===== src/rtl/crc32_stream.sv =====
// crc32_stream: reflected IEEE 802.3 CRC-32 over a byte-keyed valid/ready stream.
// MODE=1 appends the FCS to every frame; MODE=0 passes frames through and flags a bad FCS.
module crc32_stream #(
  parameter int DATA_WIDTH = 8,
  parameter int MODE       = 0,
  parameter int KEEP_WIDTH = DATA_WIDTH / 8
) (
  input  logic                  clk_i,
  input  logic                  arstn_i,
  input  logic [DATA_WIDTH-1:0] s_tdata_i,
  input  logic [KEEP_WIDTH-1:0] s_tkeep_i,
  input  logic                  s_tlast_i,
  input  logic                  s_tvalid_i,
  output logic                  s_tready_o,
  output logic [DATA_WIDTH-1:0] m_tdata_o,
  output logic [KEEP_WIDTH-1:0] m_tkeep_o,
  output logic                  m_tlast_o,
  output logic                  m_tuser_o,
  output logic                  m_tvalid_o,
  input  logic                  m_tready_i,
  output logic [31:0]           crc_o,
  output logic                  crc_valid_o
);
  localparam int          N           = KEEP_WIDTH;
  localparam int          SPILL_SHIFT = (N < 4) ? 8 * N : 0;
  localparam logic [31:0] CRC_INIT    = 32'hFFFFFFFF;
  localparam logic [31:0] CRC_RESIDUE = 32'hDEBB20E3;
  localparam logic [0:0]  ST_DATA     = 1'b0;
  localparam logic [0:0]  ST_SPILL    = 1'b1;

  // Handshake: a beat moves on a side when its valid and ready are both high at the rising edge.
  logic [0:0]            r_state;
  logic                  r_run;
  logic [31:0]           r_crc;
  logic [31:0]           r_spill;
  logic [2:0]            r_cnt;
  logic [DATA_WIDTH-1:0] r_tdata;
  logic [KEEP_WIDTH-1:0] r_tkeep;
  logic                  r_tlast;
  logic                  r_tuser;
  logic                  r_tvalid;
  logic [31:0]           r_crc_out;
  logic                  r_crc_valid;

  logic [31:0]            w_crc_next;
  logic [31:0]            w_fcs;
  logic [3:0]             w_k;
  logic [DATA_WIDTH-1:0]  w_data_masked;
  logic [DATA_WIDTH+31:0] w_pack;
  logic [KEEP_WIDTH-1:0]  w_keep_fcs;
  logic [KEEP_WIDTH-1:0]  w_keep_spill;
  logic [DATA_WIDTH-1:0]  w_spill_data;
  logic [3:0]             w_spill_n;
  logic                   w_fits;
  logic                   w_s_fire;
  logic                   w_m_fire;
  logic                   w_spill_done;

  function automatic logic [31:0] crc_byte(input logic [31:0] c, input logic [7:0] b);
    logic [31:0] x;
    x = c ^ {24'h0, b};
    for (int i = 0; i < 8; i++) begin
      x = (x >> 1) ^ (32'hEDB88320 & {32{x[0]}});
    end
    return x;
  endfunction

  always_comb begin
    w_crc_next    = r_crc;
    w_k           = 4'd0;
    w_data_masked = '0;
    for (int i = 0; i < N; i++) begin
      if (s_tkeep_i[i]) begin
        w_crc_next              = crc_byte(w_crc_next, s_tdata_i[8*i +: 8]);
        w_k                     = w_k + 4'd1;
        w_data_masked[8*i +: 8] = s_tdata_i[8*i +: 8];
      end
    end
  end

  // Last-beat data followed by the FCS; bytes past N are what spills into extra beats.
  assign w_fcs  = ~w_crc_next;
  assign w_pack = ({{DATA_WIDTH{1'b0}}, w_fcs} << {w_k, 3'b000}) | {32'h0, w_data_masked};
  assign w_fits = (w_k + 4'd4) <= 4'(N);

  assign w_spill_n    = ({1'b0, r_cnt} > 4'(N)) ? 4'(N) : {1'b0, r_cnt};
  assign w_spill_data = DATA_WIDTH'(r_spill);
  assign w_spill_done = (r_cnt == 3'd0);

  always_comb begin
    w_keep_fcs   = '0;
    w_keep_spill = '0;
    for (int i = 0; i < N; i++) begin
      w_keep_fcs[i]   = 4'(i) < (w_k + 4'd4);
      w_keep_spill[i] = 4'(i) < w_spill_n;
    end
  end

  assign s_tready_o = r_run && (r_state == ST_DATA) && (!r_tvalid || m_tready_i);
  assign w_s_fire   = s_tvalid_i && s_tready_o;
  assign w_m_fire   = r_tvalid && m_tready_i;

  always_ff @(posedge clk_i or negedge arstn_i) begin
    if (!arstn_i) begin
      r_state     <= ST_DATA;
      r_run       <= 1'b0;
      r_crc       <= CRC_INIT;
      r_spill     <= 32'h0;
      r_cnt       <= 3'd0;
      r_tdata     <= '0;
      r_tkeep     <= '0;
      r_tlast     <= 1'b0;
      r_tuser     <= 1'b0;
      r_tvalid    <= 1'b0;
      r_crc_out   <= 32'h0;
      r_crc_valid <= 1'b0;
    end else begin
      r_run       <= 1'b1;
      r_crc_valid <= 1'b0;
      if (w_s_fire) begin
        r_tvalid <= 1'b1;
        r_tdata  <= s_tdata_i;
        r_tkeep  <= s_tkeep_i;
        r_tlast  <= s_tlast_i;
        r_tuser  <= 1'b0;
        r_crc    <= w_crc_next;
        if (s_tlast_i) begin
          r_crc       <= CRC_INIT;
          r_crc_out   <= w_fcs;
          r_crc_valid <= 1'b1;
          if (MODE == 0) begin
            r_tuser <= (w_crc_next != CRC_RESIDUE);
          end else begin
            r_tdata <= w_pack[DATA_WIDTH-1:0];
            if (w_fits) begin
              r_tkeep <= w_keep_fcs;
            end else begin
              r_tkeep <= '1;
              r_tlast <= 1'b0;
              r_spill <= w_pack[DATA_WIDTH +: 32];
              r_cnt   <= 3'(w_k + 4'd4 - 4'(N));
              r_state <= ST_SPILL;
            end
          end
        end
      end else if (r_state == ST_SPILL) begin
        // r_cnt reaches zero once the final spill beat is loaded; leave only after it is taken.
        if (w_m_fire) begin
          if (w_spill_done) begin
            r_state  <= ST_DATA;
            r_tvalid <= 1'b0;
          end else begin
            r_tdata <= w_spill_data;
            r_tkeep <= w_keep_spill;
            r_tlast <= ({1'b0, r_cnt} <= 4'(N));
            r_spill <= r_spill >> SPILL_SHIFT;
            r_cnt   <= r_cnt - 3'(w_spill_n);
          end
        end
      end else if (w_m_fire) begin
        r_tvalid <= 1'b0;
      end
    end
  end

  assign m_tdata_o   = r_tdata;
  assign m_tkeep_o   = r_tkeep;
  assign m_tlast_o   = r_tlast;
  assign m_tuser_o   = r_tuser;
  assign m_tvalid_o  = r_tvalid;
  assign crc_o       = r_crc_out;
  assign crc_valid_o = r_crc_valid;

endmodule


===== config.mk =====
export PLATFORM = sky130hd
export DESIGN_NAME = crc32_stream
export DESIGN_NICKNAME = d
export VERILOG_FILES = /design/src/rtl/crc32_stream.sv
export SDC_FILE = /design/constraint.sdc
export NUM_CORES = 1
export LEC_CHECK = 0
export ABC_AREA = 1
export ABC_CLOCK_PERIOD_IN_PS = 3550
export CAP_MARGIN = 20
export CORE_ASPECT_RATIO = 0.75
export CORE_MARGIN = 2
export CORE_UTILIZATION = 61
export DETAILED_ROUTE_END_ITERATION = 10
export PLACE_DENSITY_LB_ADDON = 0.2
export SKIP_LAST_GASP = 1
export SLEW_MARGIN = 20
export SYNTH_ARGS = -nofsm -noshare
export SYNTH_HDL_FRONTEND = slang
export SYNTH_SLANG_ARGS = --single-unit

===== constraint.sdc =====
create_clock -name clk_i -period 3.55 [get_ports clk_i]
set_input_delay 0.71 -clock clk_i [delete_from_list [all_inputs] [get_ports clk_i]]
set_output_delay 0.71 -clock clk_i [all_outputs]
set_load 0.01 [all_outputs]

==> results.json <==
{
  "yosysUniqueCellTypes": 30,
  "areaGrowthSynthToFinish_pct": 18.0,
  "irDropWorstVdd_mv": 0.592,
  "slew_headroom": 0.508,
  "rrSetupSlack_ns": 1.14,
  "fmax_mhz": 358,
  "maxCapViolCount": 0,
  "post_cts_resize_count": 0,
  "comb_power_share": 0.579,
  "worstSetupPathType": "input port to register",
  "p_clk_frac": 0.115,
  "drtIter0Drc": 540,
  "p_per_area_nw_per_um2": 1000,
  "top_usage_layer": "met2",
  "hpwl_mm": 11.8,
  "syn_area_per_cell_um2": 6.89,
  "vias": 5243,
  "rsz0062_at_grt": "false",
  "cts_hold_buffers": 0,
  "drive_gt1_frac": 0.142,
  "cts_buffers": 9,
  "antenna_found_initial": 0,
  "synth_cells": 713,
  "totalPowerFinal_mw": 5.83,
  "rows": 28,
  "antenna_cells": 0,
  "regArea_um2": 2090,
  "min_period_ns": 2.79,
  "grt_pass1_wl_mm": 25.0,
  "min_path_type": "input port to asynchronous set/reset pin",
  "final_common_cell": "nand2_1",
  "io_pins": 60,
  "fin_crit_sh": 0.787,
  "gp_congestion": 1.03,
  "syn_area_um2": 4910,
  "hold_viol": 0,
  "setup_viol": 0,
  "setup_tns_ns": 0,
  "drc": 0,
  "clockRootBuffer": "clkbuf_8",
  "fin_hold_ws_ns": 0.369,
  "p_switching_mw": 2.88,
  "finClkSkew_ns": 0.0103,
  "ys_seq_area_frac": 0.426,
  "fp.dieW_um": 108,
  "clock_sinks": 82,
  "viasPerCell": 5.96,
  "ys_seq_elements": 82,
  "setup_ws_ns": 0.756,
  "clk_latency_ns": 0.38,
  "cp.required_ns": 3.83,
  "placed_cell_area_um2": 5610,
  "slew_viol_final": 0,
  "synth_top_area_frac": 0.255,
  "arrival_ns": 3.07,
  "dieArea_um2": 8800,
  "yosysTopAreaCell": "dfrtp_1",
  "nNetsFinal": 785,
  "drt-wirelength-per-cell_um": 18.0,
  "use_met3": 0.129,
  "ant_nets": 0,
  "core_region_area_um2": 7850,
  "crit_fanout": 5,
  "final_area_um2": 5800,
  "worstMarginPinSlew_ns": 0.739,
  "met2_usage": 0.571,
  "yosys_warnings": 0,
  "dr.pass1.iters": 5,
  "wl_mm": 15.9,
  "htreeDepth": 3,
  "p_sw_frac": 0.494,
  "setup.worst_path.start_class": "input port",
  "cts_tree": "done",
  "final_cell_mix": "nand2_1, clkdlybuf4s50_1, nand3_1, inv_1, dfrtp_1",
  "grtUsageMet1": 0.498,
  "fillCellCount": 605,
  "status": "finished, final reports clean",
  "end_kind": "register",
  "synth.area.top_cells": "dfrtp_1, nand2_1, dfstp_2, nand3_1, inv_1",
  "syn_nets": 728,
  "grt_pass1_vias": 4981,
  "start_util": 0.626,
  "grt_usage": 0.379,
  "post_cts_buffers": 0,
  "seq_power_share": 0.306,
  "internal_power_mw": 2.95,
  "die_y_um": 81.7,
  "grt_max_degree": 83,
  "grt.overflow.total": 0,
  "dp_slack_ns": 0.438,
  "multi_input_area_um2": 2480,
  "numPortBuffers": 59,
  "cts_buffer_depth": 2,
  "p_leak_nw": 3.04,
  "clk_pin_slew_ns": 0.09
}
metrics by stage:
stage	utilization	std cells
2_1_floorplan	-	713
3_3_place_gp	0.715	864
3_5_place_dp	0.715	864
4_1_cts	0.739	880
5_1_grt	0.739	880
6_report	0.739	880
kinds of logic (layout without fill, tap and decap cells):
group	after synthesis	in the layout	synth area share
AOI/OAI and AO/OA	86	86	0.108
xor gates and xnor gates	5	5	0.00891
adders and majority gates	1	1	0.00255
buffers and inverters	87	149	0.0698
DFF	82	82	0.426
other	1	1	0.000763
and+or+nand+nor	451	451	0.384
worst max-delay path, cell delays in order:
cell and delay (ns):
clkdlybuf4s50_1 0.48, inv_1 0.14, nand2_1 0.07, nand2_1 0.23, nand2_1 0.09, a31oi_1 0.59, nand3_1 0.17, nor2_1 0.16
nand3_1 0.09, nor2_1 0.15, nand2_1 0.07, nand2_1 0.06, nand2_1 0.05
layer usage:
| metal | share of wire | vias up |
|---|---|---|
| met4 | 0.039 | 0 |
| met2 | 0.43 | 336 |
| met5 | 0 | - |
| met3 | 0.13 | 66 |
| met1 | 0.40 | 2449 |
| li1 | - | 2392 |
cell type report:
class | instances | area share
sequential | 82 | 0.361
clock buffer | 9 | 0.0214
inverter | 64 | 0.0414
tap | 105 | 0.0226
multi-input combinational | 544 | 0.428
clock inverter | 7 | 0.0106
timing repair buffer | 69 | 0.115
power by group through the flow:
stage,logic [mW],registers (mW),clock network [mW]
after floorplan,1.96,1.82,0
after global placement,3.18,1.76,0
after detailed placement,3.27,1.78,0
after CTS,3.29,1.77,0.674
after global routing,3.68,1.83,0.710
final,3.37,1.79,0.669
final timing paths:
check / from / cells past startpoint / endpoint
hold reg to reg: crc_o[7]$_DFFE_PN0P_ / 2 / crc_o[7]$_DFFE_PN0P_
setup reg to reg: r_crc[7]$_DFFE_PN1P_ / 11 / m_tuser_o$_DFFE_PN0P_
setup / recovery: s_tdata_i[7] / 13 / m_tuser_o$_DFFE_PN0P_
max in group asynchronous: arstn_i / 1 / crc_o[16]$_DFFE_PN0P_
hold / removal: arstn_i / 1 / m_tdata_o[7]$_DFFE_PN0P_
min in group clk_i: crc_o[7]$_DFFE_PN0P_ / 2 / crc_o[7]$_DFFE_PN0P_
sequential cells by signal, summed over array words and instances, names as in the netlist:
name	cells
r_state	1
crc_o	32
m_tkeep_o	1
m_tuser_o	1
m_tlast_o	1
crc_valid_o	1
r_crc	32
m_tvalid_o	1
r_run	1
m_tdata_o	8
r_cnt	3
cells in the mapped netlist:
cell type    n
dfstp_2     32
clkinv_1     1
a32oi_1      6
nand2_4      3
buf_6        1
a21oi_1     14
o21ai_0     30
o21a_1       1
clkbuf_1    15
ha_1         1
conb_1       1
inv_1       51
nor2_4       1
a22oi_1     17
nand3_2      1
inv_2       12
dfrtp_1     50
a21oi_2      2
a31oi_1     14
nor2_2       2
nand3_1     57
a31oi_2      1
o22ai_1      1
nand2_2     26
buf_2        7
nor3_1      12
nor2_1      44
or2_2        1
xor2_1       5
nand2_1    304
(Power assumes the default switching activity.)
